### src/rtl/mem_load_arbiter_pkg.sv
// mem_arb_pkg: shared state encoding and default address width for the download/CPU memory arbiter
package mem_arb_pkg;
  localparam int AW_DEF = 19;
  typedef enum logic [1:0] {IDLE, LOAD, CPU, DONE} state_e;
endpackage

### src/rtl/mem_load_arbiter_if.sv
// mem_load_arbiter_if: download stream, CPU handshake and memory pins seen by the arbiter
interface mem_load_arbiter_if import mem_arb_pkg::*; #(parameter int AW = AW_DEF);
  logic          init;
  logic          iniW;
  logic [AW-1:0] iniA;
  logic [7:0]    iniD;
  logic          cpuReq;
  logic          cpuWe;
  logic [AW-1:0] cpuA;
  logic [7:0]    cpuD;
  logic [7:0]    cpuQ;
  logic          cpuAck;
  logic          memCe;
  logic          memWe;
  logic [AW-1:0] memA;
  logic [7:0]    memD;
  logic [7:0]    memQ;
  logic          busy;
  logic          overflow;
  modport slave (
    input  init, iniW, iniA, iniD, cpuReq, cpuWe, cpuA, cpuD, memQ,
    output cpuQ, cpuAck, memCe, memWe, memA, memD, busy, overflow
  );
  modport master (
    output init, iniW, iniA, iniD, cpuReq, cpuWe, cpuA, cpuD, memQ,
    input  cpuQ, cpuAck, memCe, memWe, memA, memD, busy, overflow
  );
endinterface

### src/rtl/mem_load_arbiter_fifo.sv
// load_fifo: small synchronous FIFO holding pending download {address,data} entries
module load_fifo #(
  parameter int DEPTH = 4,
  parameter int W     = 27
) (
  input  logic         clock,
  input  logic         reset,
  input  logic         push,
  input  logic         pop,
  input  logic [W-1:0] din,
  output logic [W-1:0] dout,
  output logic         full,
  output logic         empty
);
  localparam int PW = $clog2(DEPTH) + 1;
  logic [PW-1:0] wr_q, wr_d, rd_q, rd_d;
  logic [W-1:0]  mem_q [DEPTH];
  assign empty = wr_q == rd_q;
  assign full  = (wr_q[PW-1] != rd_q[PW-1]) && (wr_q[PW-2:0] == rd_q[PW-2:0]);
  assign dout  = mem_q[rd_q[PW-2:0]];
  // next pointers; the extra MSB separates full from empty
  always_comb begin
    wr_d = wr_q + PW'(push);
    rd_d = rd_q + PW'(pop);
  end
  // pointer registers, cleared by reset so stale entries are discarded
  always_ff @(posedge clock or posedge reset) begin
    if (reset) begin
      wr_q <= '0;
      rd_q <= '0;
    end else begin
      wr_q <= wr_d;
      rd_q <= rd_d;
    end
  end
  // storage is not reset; a full-and-pop push overwrites the slot being read out this cycle
  always_ff @(posedge clock) begin
    if (push) mem_q[wr_q[PW-2:0]] <= din;
  end
endmodule

### src/rtl/mem_load_arbiter.sv
// mem_load_arbiter: shares one memory between the buffered ROM download and CPU req/ack accesses
module mem_load_arbiter import mem_arb_pkg::*; #(
  parameter int AW    = AW_DEF,
  parameter int DEPTH = 4,
  parameter int WAIT  = 1
) (
  input logic               clock,
  input logic               reset,
  mem_load_arbiter_if.slave b
);
  localparam logic [2:0] LAST = 3'(WAIT);
  state_e        state_q, state_d;
  logic [2:0]    cnt_q, cnt_d;
  logic          mem_ce_q, mem_ce_d, mem_we_q, mem_we_d;
  logic [AW-1:0] mem_a_q, mem_a_d;
  logic [7:0]    mem_d_q, mem_d_d, cpu_q_q, cpu_q_d;
  logic          cpu_ack_q, cpu_ack_d, overflow_q, overflow_d;
  logic          push, pop, full, empty;
  logic [AW+7:0] head;
  load_fifo #(.DEPTH(DEPTH), .W(AW + 8)) u_fifo (
    .clock(clock), .reset(reset), .push(push), .pop(pop),
    .din({b.iniA, b.iniD}), .dout(head), .full(full), .empty(empty)
  );
  // arbitration: pending download bytes always win; a granted CPU access runs to completion
  always_comb begin
    state_d    = state_q;
    cnt_d      = cnt_q + 3'd1;
    mem_ce_d   = mem_ce_q;
    mem_we_d   = mem_we_q;
    mem_a_d    = mem_a_q;
    mem_d_d    = mem_d_q;
    cpu_q_d    = cpu_q_q;
    cpu_ack_d  = 1'b0;
    pop        = 1'b0;
    case (state_q)
      IDLE:
        if (!empty) begin
          pop                = 1'b1;
          state_d            = LOAD;
          cnt_d              = '0;
          mem_ce_d           = 1'b1;
          mem_we_d           = 1'b1;
          {mem_a_d, mem_d_d} = head;
        end else if (b.init && b.cpuReq) begin
          state_d  = CPU;
          cnt_d    = '0;
          mem_ce_d = 1'b1;
          mem_we_d = b.cpuWe;
          mem_a_d  = b.cpuA;
          mem_d_d  = b.cpuD;
        end
      LOAD:
        if (cnt_q == LAST) begin
          cnt_d = '0;
          if (!empty) begin
            pop                = 1'b1;
            {mem_a_d, mem_d_d} = head;
          end else begin
            state_d  = IDLE;
            mem_ce_d = 1'b0;
            mem_we_d = 1'b0;
          end
        end
      CPU:
        if (cnt_q == LAST) begin
          state_d   = DONE;
          mem_ce_d  = 1'b0;
          mem_we_d  = 1'b0;
          cpu_q_d   = b.memQ;
          cpu_ack_d = 1'b1;
        end
      default: state_d = IDLE;
    endcase
    push       = b.iniW && (!full || pop);
    overflow_d = overflow_q || (b.iniW && full && !pop);
  end
  // state, wait counter and all registered outputs
  always_ff @(posedge clock or posedge reset) begin
    if (reset) begin
      state_q    <= IDLE;
      cnt_q      <= '0;
      mem_ce_q   <= 1'b0;
      mem_we_q   <= 1'b0;
      mem_a_q    <= '0;
      mem_d_q    <= '0;
      cpu_q_q    <= '0;
      cpu_ack_q  <= 1'b0;
      overflow_q <= 1'b0;
    end else begin
      state_q    <= state_d;
      cnt_q      <= cnt_d;
      mem_ce_q   <= mem_ce_d;
      mem_we_q   <= mem_we_d;
      mem_a_q    <= mem_a_d;
      mem_d_q    <= mem_d_d;
      cpu_q_q    <= cpu_q_d;
      cpu_ack_q  <= cpu_ack_d;
      overflow_q <= overflow_d;
    end
  end
  assign b.memCe    = mem_ce_q;
  assign b.memWe    = mem_we_q;
  assign b.memA     = mem_a_q;
  assign b.memD     = mem_d_q;
  assign b.cpuQ     = cpu_q_q;
  assign b.cpuAck   = cpu_ack_q;
  assign b.overflow = overflow_q;
  assign b.busy     = !b.init || !empty;
endmodule

### src/flat_wrapper.sv
// flat-port wrapper written by rule: the top's interface ports become plain ports
module mem_load_arbiter_flat import mem_arb_pkg::*;
#(
  parameter int AW    = AW_DEF,
  parameter int DEPTH = 4,
  parameter int WAIT  = 1
)
  (clock, reset, b_init, b_iniW, b_iniA, b_iniD, b_cpuReq, b_cpuWe, b_cpuA, b_cpuD, b_memQ, b_cpuQ, b_cpuAck, b_memCe, b_memWe, b_memA, b_memD, b_busy, b_overflow);
  mem_load_arbiter_if #(.AW(AW)) b_i ();
  input logic clock;
  input logic reset;
  input wire logic [$bits(b_i.init)-1:0] b_init;
  input wire logic [$bits(b_i.iniW)-1:0] b_iniW;
  input wire logic [$bits(b_i.iniA)-1:0] b_iniA;
  input wire logic [$bits(b_i.iniD)-1:0] b_iniD;
  input wire logic [$bits(b_i.cpuReq)-1:0] b_cpuReq;
  input wire logic [$bits(b_i.cpuWe)-1:0] b_cpuWe;
  input wire logic [$bits(b_i.cpuA)-1:0] b_cpuA;
  input wire logic [$bits(b_i.cpuD)-1:0] b_cpuD;
  input wire logic [$bits(b_i.memQ)-1:0] b_memQ;
  output wire logic [$bits(b_i.cpuQ)-1:0] b_cpuQ;
  output wire logic [$bits(b_i.cpuAck)-1:0] b_cpuAck;
  output wire logic [$bits(b_i.memCe)-1:0] b_memCe;
  output wire logic [$bits(b_i.memWe)-1:0] b_memWe;
  output wire logic [$bits(b_i.memA)-1:0] b_memA;
  output wire logic [$bits(b_i.memD)-1:0] b_memD;
  output wire logic [$bits(b_i.busy)-1:0] b_busy;
  output wire logic [$bits(b_i.overflow)-1:0] b_overflow;
  assign b_i.init = b_init;
  assign b_i.iniW = b_iniW;
  assign b_i.iniA = b_iniA;
  assign b_i.iniD = b_iniD;
  assign b_i.cpuReq = b_cpuReq;
  assign b_i.cpuWe = b_cpuWe;
  assign b_i.cpuA = b_cpuA;
  assign b_i.cpuD = b_cpuD;
  assign b_i.memQ = b_memQ;
  assign b_cpuQ = b_i.cpuQ;
  assign b_cpuAck = b_i.cpuAck;
  assign b_memCe = b_i.memCe;
  assign b_memWe = b_i.memWe;
  assign b_memA = b_i.memA;
  assign b_memD = b_i.memD;
  assign b_busy = b_i.busy;
  assign b_overflow = b_i.overflow;
  mem_load_arbiter #(.AW(AW), .DEPTH(DEPTH), .WAIT(WAIT)) u_core (.clock(clock), .reset(reset), .b(b_i));
endmodule
### config.mk
export PLATFORM = sky130hd
export DESIGN_NAME = mem_load_arbiter_flat
export DESIGN_NICKNAME = d
export VERILOG_FILES = /design/src/rtl/mem_load_arbiter_pkg.sv /design/src/rtl/mem_load_arbiter_if.sv /design/src/rtl/mem_load_arbiter_fifo.sv /design/src/rtl/mem_load_arbiter.sv /design/src/flat_wrapper.sv
export SDC_FILE = /design/constraint.sdc
export NUM_CORES = 1
export LEC_CHECK = 0
export CAP_MARGIN = 20
export CORE_AREA = 2 2 113 115
export CTS_CLUSTER_DIAMETER = 40
export DETAILED_ROUTE_END_ITERATION = 16
export DIE_AREA = 0 0 115 117
export PLACE_DENSITY = 0.9
export SYNTH_ARGS = -nofsm -noshare
export SYNTH_HDL_FRONTEND = slang
export SYNTH_HIERARCHICAL = 1
export SYNTH_SLANG_ARGS = --single-unit
export TNS_END_PERCENT = 20
### constraint.sdc
create_clock -name clock -period 4.7 [get_ports clock]
set_input_delay 1.41 -clock clock [delete_from_list [all_inputs] [get_ports clock]]
set_output_delay 1.41 -clock clock [all_outputs]
set_load 0.05 [all_outputs]
Yosys cells after proc, flatten, opt, wreduce, memory -nomap -nowiden
Memories as Yosys holds them, arrays and structs flattened.
Index checks and enable logic that the tools add are counted.
{"block": "totals", "regBits": 50, "ram_bits": 108, "inputBits": 68, "elab_cells": 81, "n_memories": 1}
{"block": "op_classes", "add_sub_neg": 3, "n_eq_ne": 11, "muxes": 36, "n_reduce_logical": 19}
{"name": "u_core.u_fifo.mem_q", "words": 4, "width": 27, "rd": 1, "rd_clocked_by_memory_dff": 0, "wr": 1, "line_no": "mem_load_arbiter_fifo.sv:17", "source": "logic [W-1:0] mem_q [DEPTH];"}
{"operator": "two-way mux 19 bit", "n": 4}
{"operator": "case mux 19 bit (2 select lines)", "n": 1}
{"operator": "two-way mux 8 bit", "n": 4}
{"operator": "case mux 8 bit (2 select lines)", "n": 1}
{"operator": "two-way mux 1 bit", "n": 13}
{"operator": "two-way mux 2 bit", "n": 5}
{"operator": "two-way mux 3 bit", "n": 3}
{"operator": "AND reduction 4 bit", "n": 2}
{"operator": "adder 3 x 1 -> 3 bit", "n": 2}
{"operator": "inequality test 2 x 1 -> 1 bit (second input constant)", "n": 3}
{"operator": "case mux 1 bit (3 select lines)", "n": 2}
{"operator": "case mux 2 bit (3 select lines)", "n": 1}
{"operator": "case mux 3 bit (2 select lines)", "n": 1}
{"operator": "logical AND 1 bit", "n": 5}
{"operator": "AND reduction 5 bit", "n": 1}
{"operator": "zero test 1 bit", "n": 4}
{"operator": "adder 3 x 1 -> 3 bit (second input constant)", "n": 1}
{"operator": "== test 3 x 1 -> 1 bit (second input constant)", "n": 1}
{"operator": "== test 3 bit", "n": 1}
{"operator": "logical OR 1 bit", "n": 3}
{"operator": "inequality test 3 bit (second input constant)", "n": 1}
{"operator": "nonzero test 3 bit", "n": 1}
{"operator": "== test 2 x 1 -> 1 bit (second input constant)", "n": 1}
{"operator": "== test 2 bit", "n": 1}
{"operator": "other kinds (7)", "n": 7}

Longest topological paths before layout
Gate-level depths: netlist of run 1.
{"block": "depth", "depth_word": 8, "ltp_mapped": 9}

Modules after synthesis
The synthesis of run 1 kept the hierarchy.
{"mod": "load_fifo", "instances": 1, "cells_each": 164, "area_each_um2": 4237.8}
{"mod": "mem_load_arbiter", "instances": 1, "cells_each": 189, "area_each_um2": 2110.8}

Least setup slack after synthesis of run 1
OpenSTA, ideal clock, no wires.
{"block": "synth_path", "path_type": "input to register", "from": "input port b_iniW", "to": "memory u_core.u_fifo.mem_q[0][0] (enable)", "setup_time_ns": 0.451, "arrival_time_ns": 3.824, "setup_slack_ns": 0.426, "stages": 2, "n_path_buf": 0, "path_cell_list": "a21boi_0 -> nor3b_1"}
{"block": "synth_via", "elab_chain_cells": 3}
{"item": "from (decl)", "line_no": "flat_wrapper.sv:13", "source": "input wire logic [$bits(b_i.iniW)-1:0] b_iniW;"}
{"item": "logical AND 1 bit", "line_no": "mem_load_arbiter.sv:74", "source": "push = b.iniW && (!full || pop);"}
{"item": "two-way mux 1 bit", "line_no": "mem_load_arbiter_fifo.sv:38", "source": "if (push) mem_q[wr_q[PW-2:0]] <= din;"}
{"item": "two-way mux 1 bit (implied by the code)", "line_no": "mem_load_arbiter_fifo.sv:38"}
{"item": "to (decl)", "line_no": "mem_load_arbiter_fifo.sv:17"}
Every way passes these cells.

Worst setup path in the final report of run 1
{"block": "layout_path", "from": "input port b_init", "to": "output port b_busy"}
{"block": "layout_via", "elab_chain_cells": 2}
{"item": "from (decl)", "line_no": "flat_wrapper.sv:12", "source": "input wire logic [$bits(b_i.init)-1:0] b_init;"}
{"item": "zero test 1 bit", "line_no": "mem_load_arbiter.sv:108", "source": "assign b.busy = !b.init || !empty;"}
{"item": "logical OR 1 bit", "line_no": "mem_load_arbiter.sv:108"}
{"item": "to (decl)", "line_no": "flat_wrapper.sv:27", "source": "output wire logic [$bits(b_i.busy)-1:0] b_busy;"}
Every way passes these cells.

==> results.py, run 1 <==
metrics = {
    "synthesis": {
        "synth_warnings": 6,
        "synth_nets": 431,
        "netlist_instances": 353,
        "seq_area_frac_synth": 0.708,
        "synth_seq_cells": 158,
        "ys.flop_type": "edfxtp_1",
        "syn_area_mm2": 0.00635,
        "async_flop_share": 0.316,
        "ys_types": 38,
        "synth_area_per_cell_um2": 18.0,
        "synth_edf_count": 108,
    },
    "clock_network": {
        "holdBufCountCts": 0,
        "clock_path_buffers": 2,
        "numCtsBuffers": 17,
        "clock_sinks": 158,
        "cts-resized-gates": 0,
        "htreeDepth": 4,
        "cts_tree": "built",
        "postCtsSetupBuffers": 0,
        "cts-root-buf": "clkbuf_16",
        "clk_latency_ps": 420,
        "clkSlewWorstSetupHoldPaths_ps": 60,
    },
    "min_path": {
        "hold_class": "reg2reg",
        "hp-start": "u_core/b.overflow",
    },
    "global_route": {
        "grt-ovfl-total": 0,
        "grtUsageMet3": 0.0541,
        "antenna_found_initial": 0,
        "grt_pass1_vias": 3576,
        "grt_max_degree": 45,
        "grt_util_met1": 0.214,
        "grt_pass1_wl_um": 18600,
        "grt_use_met2": 0.350,
        "grt_use_total": 0.192,
        "grt.busiest_layer": "met2",
    },
    "setup_path": {
        "required_ps": 3290,
        "cp-endpoint": "b_busy",
        "arrival_ps": 2690,
        "max_stage_delay_ps": 790,
        "critPathKind": "in2out",
        "crit_family": "buffers and inverters",
        "regToRegSetupSlack_ps": 1630,
        "crit_cells": 3,
        "crit_slowest_cell": "clkdlybuf4s50_1",
        "crit_path_end_kind": "primary output",
        "r2r-end": "u_core/u_fifo/mem_q[2][2]",
        "critPathBufInv": 2,
        "reg2regPathDepth": 7,
        "cp-start-kind": "input port",
        "crit_top_cell": "clkdlybuf4s50_1",
        "path_max_fanout": 2,
        "cp_cell_sequence": "clkdlybuf4s50_1 -> nand2_1 -> clkdlybuf4s50_1",
        "r2r-start": "u_core/state_q[1]",
        "critPathLaunch": "b_init",
    },
    "run_status": {
        "outcome": "finished clean",
    },
    "floorplan": {
        "die_x_um": 115,
        "io_pins": 108,
        "dieArea_mm2": 0.0135,
        "die_h_um": 117,
        "core_mm2": 0.0123,
        "num_rows": 41,
        "start_util": 0.516,
    },
    "pwr": {
        "leakage_uw": 0.00298,
        "power_uw": 5940,
        "ir_worst_vdd_mv": 0.315,
        "power.density_mw_per_mm2": 732,
    },
    "route": {
        "route.detailed.drc": 0,
        "drtIter0Drc": 208,
        "final_antenna_net_count": 0,
        "drt-pass1-iter-count": 4,
        "wl_per_cell_um": 19.6,
        "wl_um": 12500,
        "vias": 3456,
        "via_per_inst": 5.43,
    },
    "sta": {
        "clock.fmax_mhz": 244,
        "grt_setup_unrepaired": "false",
        "setup_tns_ps": 0,
        "fin_skew_ps": 9.13,
        "slew_violations": 0,
        "post-route-min-period_ps": 4100,
        "final-hold-violation-count": 0,
        "relSlewSlack": 0.386,
        "worst_slew_pin_slew_ps": 919,
        "fin_crit_sh": 0.872,
        "finalSetupViolCount": 0,
    },
    "layout": {
        "instances_no_fill": 636,
        "syn_to_final_growth_pct": 27.7,
        "final_cell_mix": "108 x edfxtp_1, 107 x clkdlybuf4s50_1, 49 x dfrtp_1, 31 x nand2_1, 30 x mux2i_1",
        "fillCellCount": 845,
        "final_cell_area_mm2": 0.00811,
        "drive_above_1_share": 0.158,
        "antenna_cells": 0,
        "fin_nets": 551,
        "seqCellArea_mm2": 0.00450,
        "mostFrequentLayoutCell": "edfxtp_1",
        "multi_input_area_mm2": 0.00171,
    },
    "flow_run": {
        "cap_violations": 0,
    },
    "placement": {
        "portBuffers": 107,
        "placed_cell_area_mm2": 0.00755,
        "place_inst": 603,
        "post-dp-hpwl_um": 8010,
        "place.gp.congestion": 0.758,
    },
}
-- state kept, by name (all words and copies together) (netlist names) --
name	cells
u_core/u_fifo/mem_q	108
u_core/b.memA	19
u_core/b.cpuQ	8
u_core/b.memD	8
u_core/cnt_q	3
u_core/u_fifo/rd_q	3
u_core/u_fifo/wr_q	3
u_core/state_q	2
u_core/b.cpuAck	1
u_core/b.memCe	1
u_core/b.memWe	1
u_core/b.overflow	1
-- cell families after synthesis --
kind of cell,Yosys count,share of synthesized area
mux,66,0.164
flops,158,0.708
compound gates,39,0.0367
xor+xnor,5,0.00690
simple gates,51,0.0404
fa+ha+maj,10,0.0197
buf+inv,24,0.0246
-- how the worst min path moves through the flow --
stage                                    to  slack, ps  cells past startpoint
after CTS                 u_core/b.overflow        480                      1
after detailed placement  u_core/b.overflow        460                      1
after floorplan             u_core/cnt_q[0]        440                      1
final                     u_core/b.overflow        470                      1
after global routing      u_core/b.overflow        510                      1
after global placement      u_core/cnt_q[0]        450                      1
-- metrics by stage --
step,hold WS (ps),utilization,setup WS (ps)
finish,475,0.659,601
CTS,483,0.657,599
global route,507,0.659,558
detailed placement,465,0.614,602
global placement,450,0.614,601
floorplan,439,-,426
-- layer usage --
metal	vias up	wire length, um
li1	1598	-
met1	1730	4660
met2	113	6770
met3	15	804
met4	0	209
met5	-	0
-- cell usage after synthesis, types with 2 or more instances --
cell type | count | area [um^2]
buf_6 | 3 | 33.8
dfrtp_1 | 50 | 1250
nand2_1 | 31 | 116
mux4_2 | 19 | 428
buf_12 | 2 | 40.0
a21oi_1 | 6 | 30.0
nor2_1 | 6 | 22.5
inv_1 | 9 | 33.8
mux2_2 | 9 | 101
o21ai_0 | 4 | 20.0
mux2i_1 | 30 | 300
nor3b_1 | 2 | 15.0
xor2_1 | 4 | 35.0
buf_2 | 9 | 45.0
mux4_1 | 8 | 210
o21ai_1 | 23 | 115
edfxtp_1 | 108 | 3240
ha_1 | 10 | 125
-- where the power goes --
group,internal (uW),switching (uW)
Clock,703,519
Sequential,1950,172
Combinational,1010,1580
-- final cells by class --
type,count,area share
Timing Repair Buffer,115,0.141
Inverter,10,0.00463
Clock buffer,23,0.0577
Sequential cell,158,0.554
Multi-Input combinational cell,171,0.211
Tap cell,150,0.0231
Clock inverter,9,0.00833
Power figures use the tool's default switching activity.
==> run 2, diff against run 1 <==
--- a/config.mk
+++ b/config.mk
@@ -10,7 +10,9 @@
 export CTS_CLUSTER_DIAMETER = 40
 export DETAILED_ROUTE_END_ITERATION = 16
 export DIE_AREA = 0 0 115 117
+export MAX_ROUTING_LAYER = met4
 export PLACE_DENSITY = 0.9
+export SKIP_LAST_GASP = 1
 export SYNTH_ARGS = -nofsm -noshare
 export SYNTH_HDL_FRONTEND = slang
 export SYNTH_HIERARCHICAL = 1
==> run 2 against run 1 <==
  * Wire length is 0.54% higher
  * Power hardly changed
  * Clock-buffer cell count stayed put
  * Sequential share of layout area stayed put
  * Register-to-register slack hardly changed
  * Design area stayed put
  * Setup slack better by 0.84 ps
  * Clock power hardly changed
  * Combinational power hardly changed
  * Largest power group unchanged
  * Final cell count stayed put
  * Hold slack hardly changed
  * Non-clock buffer count stayed put
==> results.py, run 2 (synthesis results as in run 1) <==
metrics = {
    "route": {
        "wl_per_cell_um": 19.7,
        "vias": 3486,
        "via_per_inst": 5.48,
        "drt-pass1-iter-count": 4,
        "final_antenna_net_count": 0,
        "wl_um": 12500,
        "route.detailed.drc": 0,
        "drtIter0Drc": 197,
    },
    "global_route": {
        "grt_use_total": 0.198,
        "grt_pass1_vias": 3578,
        "grt-ovfl-total": 0,
        "antenna_found_initial": 0,
        "grt_pass1_wl_um": 18600,
        "grt_max_degree": 45,
    },
    "placement": {
        "place_inst": 603,
        "post-dp-hpwl_um": 8010,
        "portBuffers": 107,
        "pre_cts_ws_ps": 602,
        "place.gp.congestion": 0.768,
    },
    "sta": {
        "relSlewSlack": 0.386,
        "holdWs_ps": 475,
        "clock.fmax_mhz": 244,
        "setup_tns_ps": 0,
        "final-hold-violation-count": 0,
        "finalSetupViolCount": 0,
        "post-route-min-period_ps": 4100,
        "fin_crit_sh": 0.872,
        "worst_slew_pin_slew_ps": 919,
        "slew_violations": 0,
        "grt_setup_unrepaired": "false",
        "setup_ws_ps": 602,
        "fin_skew_ps": 9.07,
    },
    "clock_network": {
        "cts-resized-gates": 0,
        "cts-root-buf": "clkbuf_16",
        "postCtsSetupBuffers": 0,
        "clock_sinks": 158,
        "clkSlewWorstSetupHoldPaths_ps": 60,
        "htreeDepth": 4,
        "cts_tree": "built",
        "numCtsBuffers": 17,
        "clk_latency_ps": 420,
        "clock_path_buffers": 2,
        "holdBufCountCts": 0,
    },
    "layout": {
        "largest_reg_flops": 108,
        "drive_above_1_share": 0.158,
        "mostFrequentLayoutCell": "edfxtp_1",
        "antenna_cells": 0,
        "fin_nets": 551,
        "instances_no_fill": 636,
        "final_cell_mix": "108 x edfxtp_1, 107 x clkdlybuf4s50_1, 49 x dfrtp_1, 31 x nand2_1, 30 x mux2i_1",
        "syn_to_final_growth_pct": 27.7,
    },
    "floorplan": {
        "die_h_um": 117,
        "core_mm2": 0.0123,
        "io_pins": 108,
        "die_x_um": 115,
        "num_rows": 41,
        "dieArea_mm2": 0.0135,
        "start_util": 0.516,
    },
    "setup_path": {
        "arrival_ps": 2690,
        "critPathKind": "in2out",
        "required_ps": 3290,
        "crit_path_end_kind": "primary output",
        "cp-start-kind": "input port",
        "crit_slowest_cell": "clkdlybuf4s50_1",
        "path_max_fanout": 2,
        "cp_cell_sequence": "clkdlybuf4s50_1 -> nand2_1 -> clkdlybuf4s50_1",
        "max_stage_delay_ps": 790,
        "crit_top_cell": "clkdlybuf4s50_1",
    },
    "pwr": {
        "leakage_uw": 0.00298,
        "clkPwrFrac": 0.206,
        "pwr-share-seq": 0.358,
        "power.density_mw_per_mm2": 732,
        "internal-power_uw": 3670,
        "ir_worst_vdd_mv": 0.315,
        "switching_share": 0.382,
        "comb_power_share": 0.436,
        "switchingPower_uw": 2270,
    },
    "flow_run": {
        "cap_violations": 0,
    },
    "run_status": {
        "outcome": "finished clean",
    },
    "min_path": {
        "hold_class": "reg2reg",
    },
}
## run 2: path summary, 6_finish.rpt
| kind | start | to | slack [ps] | depth (start not counted) |
|---|---|---|---|---|
| min | u_core/b.overflow | u_core/b.overflow | 470 | 1 |
| min reg2reg | u_core/b.overflow | u_core/b.overflow | 470 | 1 |
| max | b_init | b_busy | 600 | 3 |
| max reg2reg | u_core/state_q[1] | u_core/u_fifo/mem_q[2][25] | 1630 | 7 |
| min in group asynchronous | reset | u_core/u_fifo/wr_q[1] | 1270 | 2 |
| max in group asynchronous | reset | u_core/b.memD[7] | 2890 | 3 |
## run 2: power by group through the flow
stage | Clock (uW) | Sequential, uW | Combinational, uW
global route | 1310 | 2170 | 2770
detailed placement | 0 | 2150 | 2610
CTS | 1250 | 2130 | 2610
floorplan | 0 | 2680 | 1360
finish | 1220 | 2120 | 2590
global placement | 0 | 2120 | 2510
## run 2: cell type report
class	instances	area, um^2
sequential	158	4500
fill	845	4200
multi-input combinational	171	1710
timing repair buffer	115	1140
clock buffer	23	468
tap	150	188
clock inverter	9	67.6
inverter	10	37.5
## run 2: metrics by stage
stage	utilization	cell area, um^2	total power (uW)
after floorplan	-	6350	4040
after global placement	0.614	7550	4620
after detailed placement	0.614	7550	4760
after CTS	0.657	8090	5990
after global routing	0.659	8110	6250
final	0.659	8110	5940
## run 2: critical path: cells and delay by family
family,cells,cell delay (ps)
buffers and inverters,2,1210
and+or+nand+nor,1,70
## run 2: per-layer routing
| layer | share of wire | track usage |
|---|---|---|
| met4 | 0.015 | 0.0739 |
| met2 | 0.54 | 0.349 |
| met3 | 0.049 | 0.0536 |
| met1 | 0.39 | 0.215 |
| met5 | 0 | - |
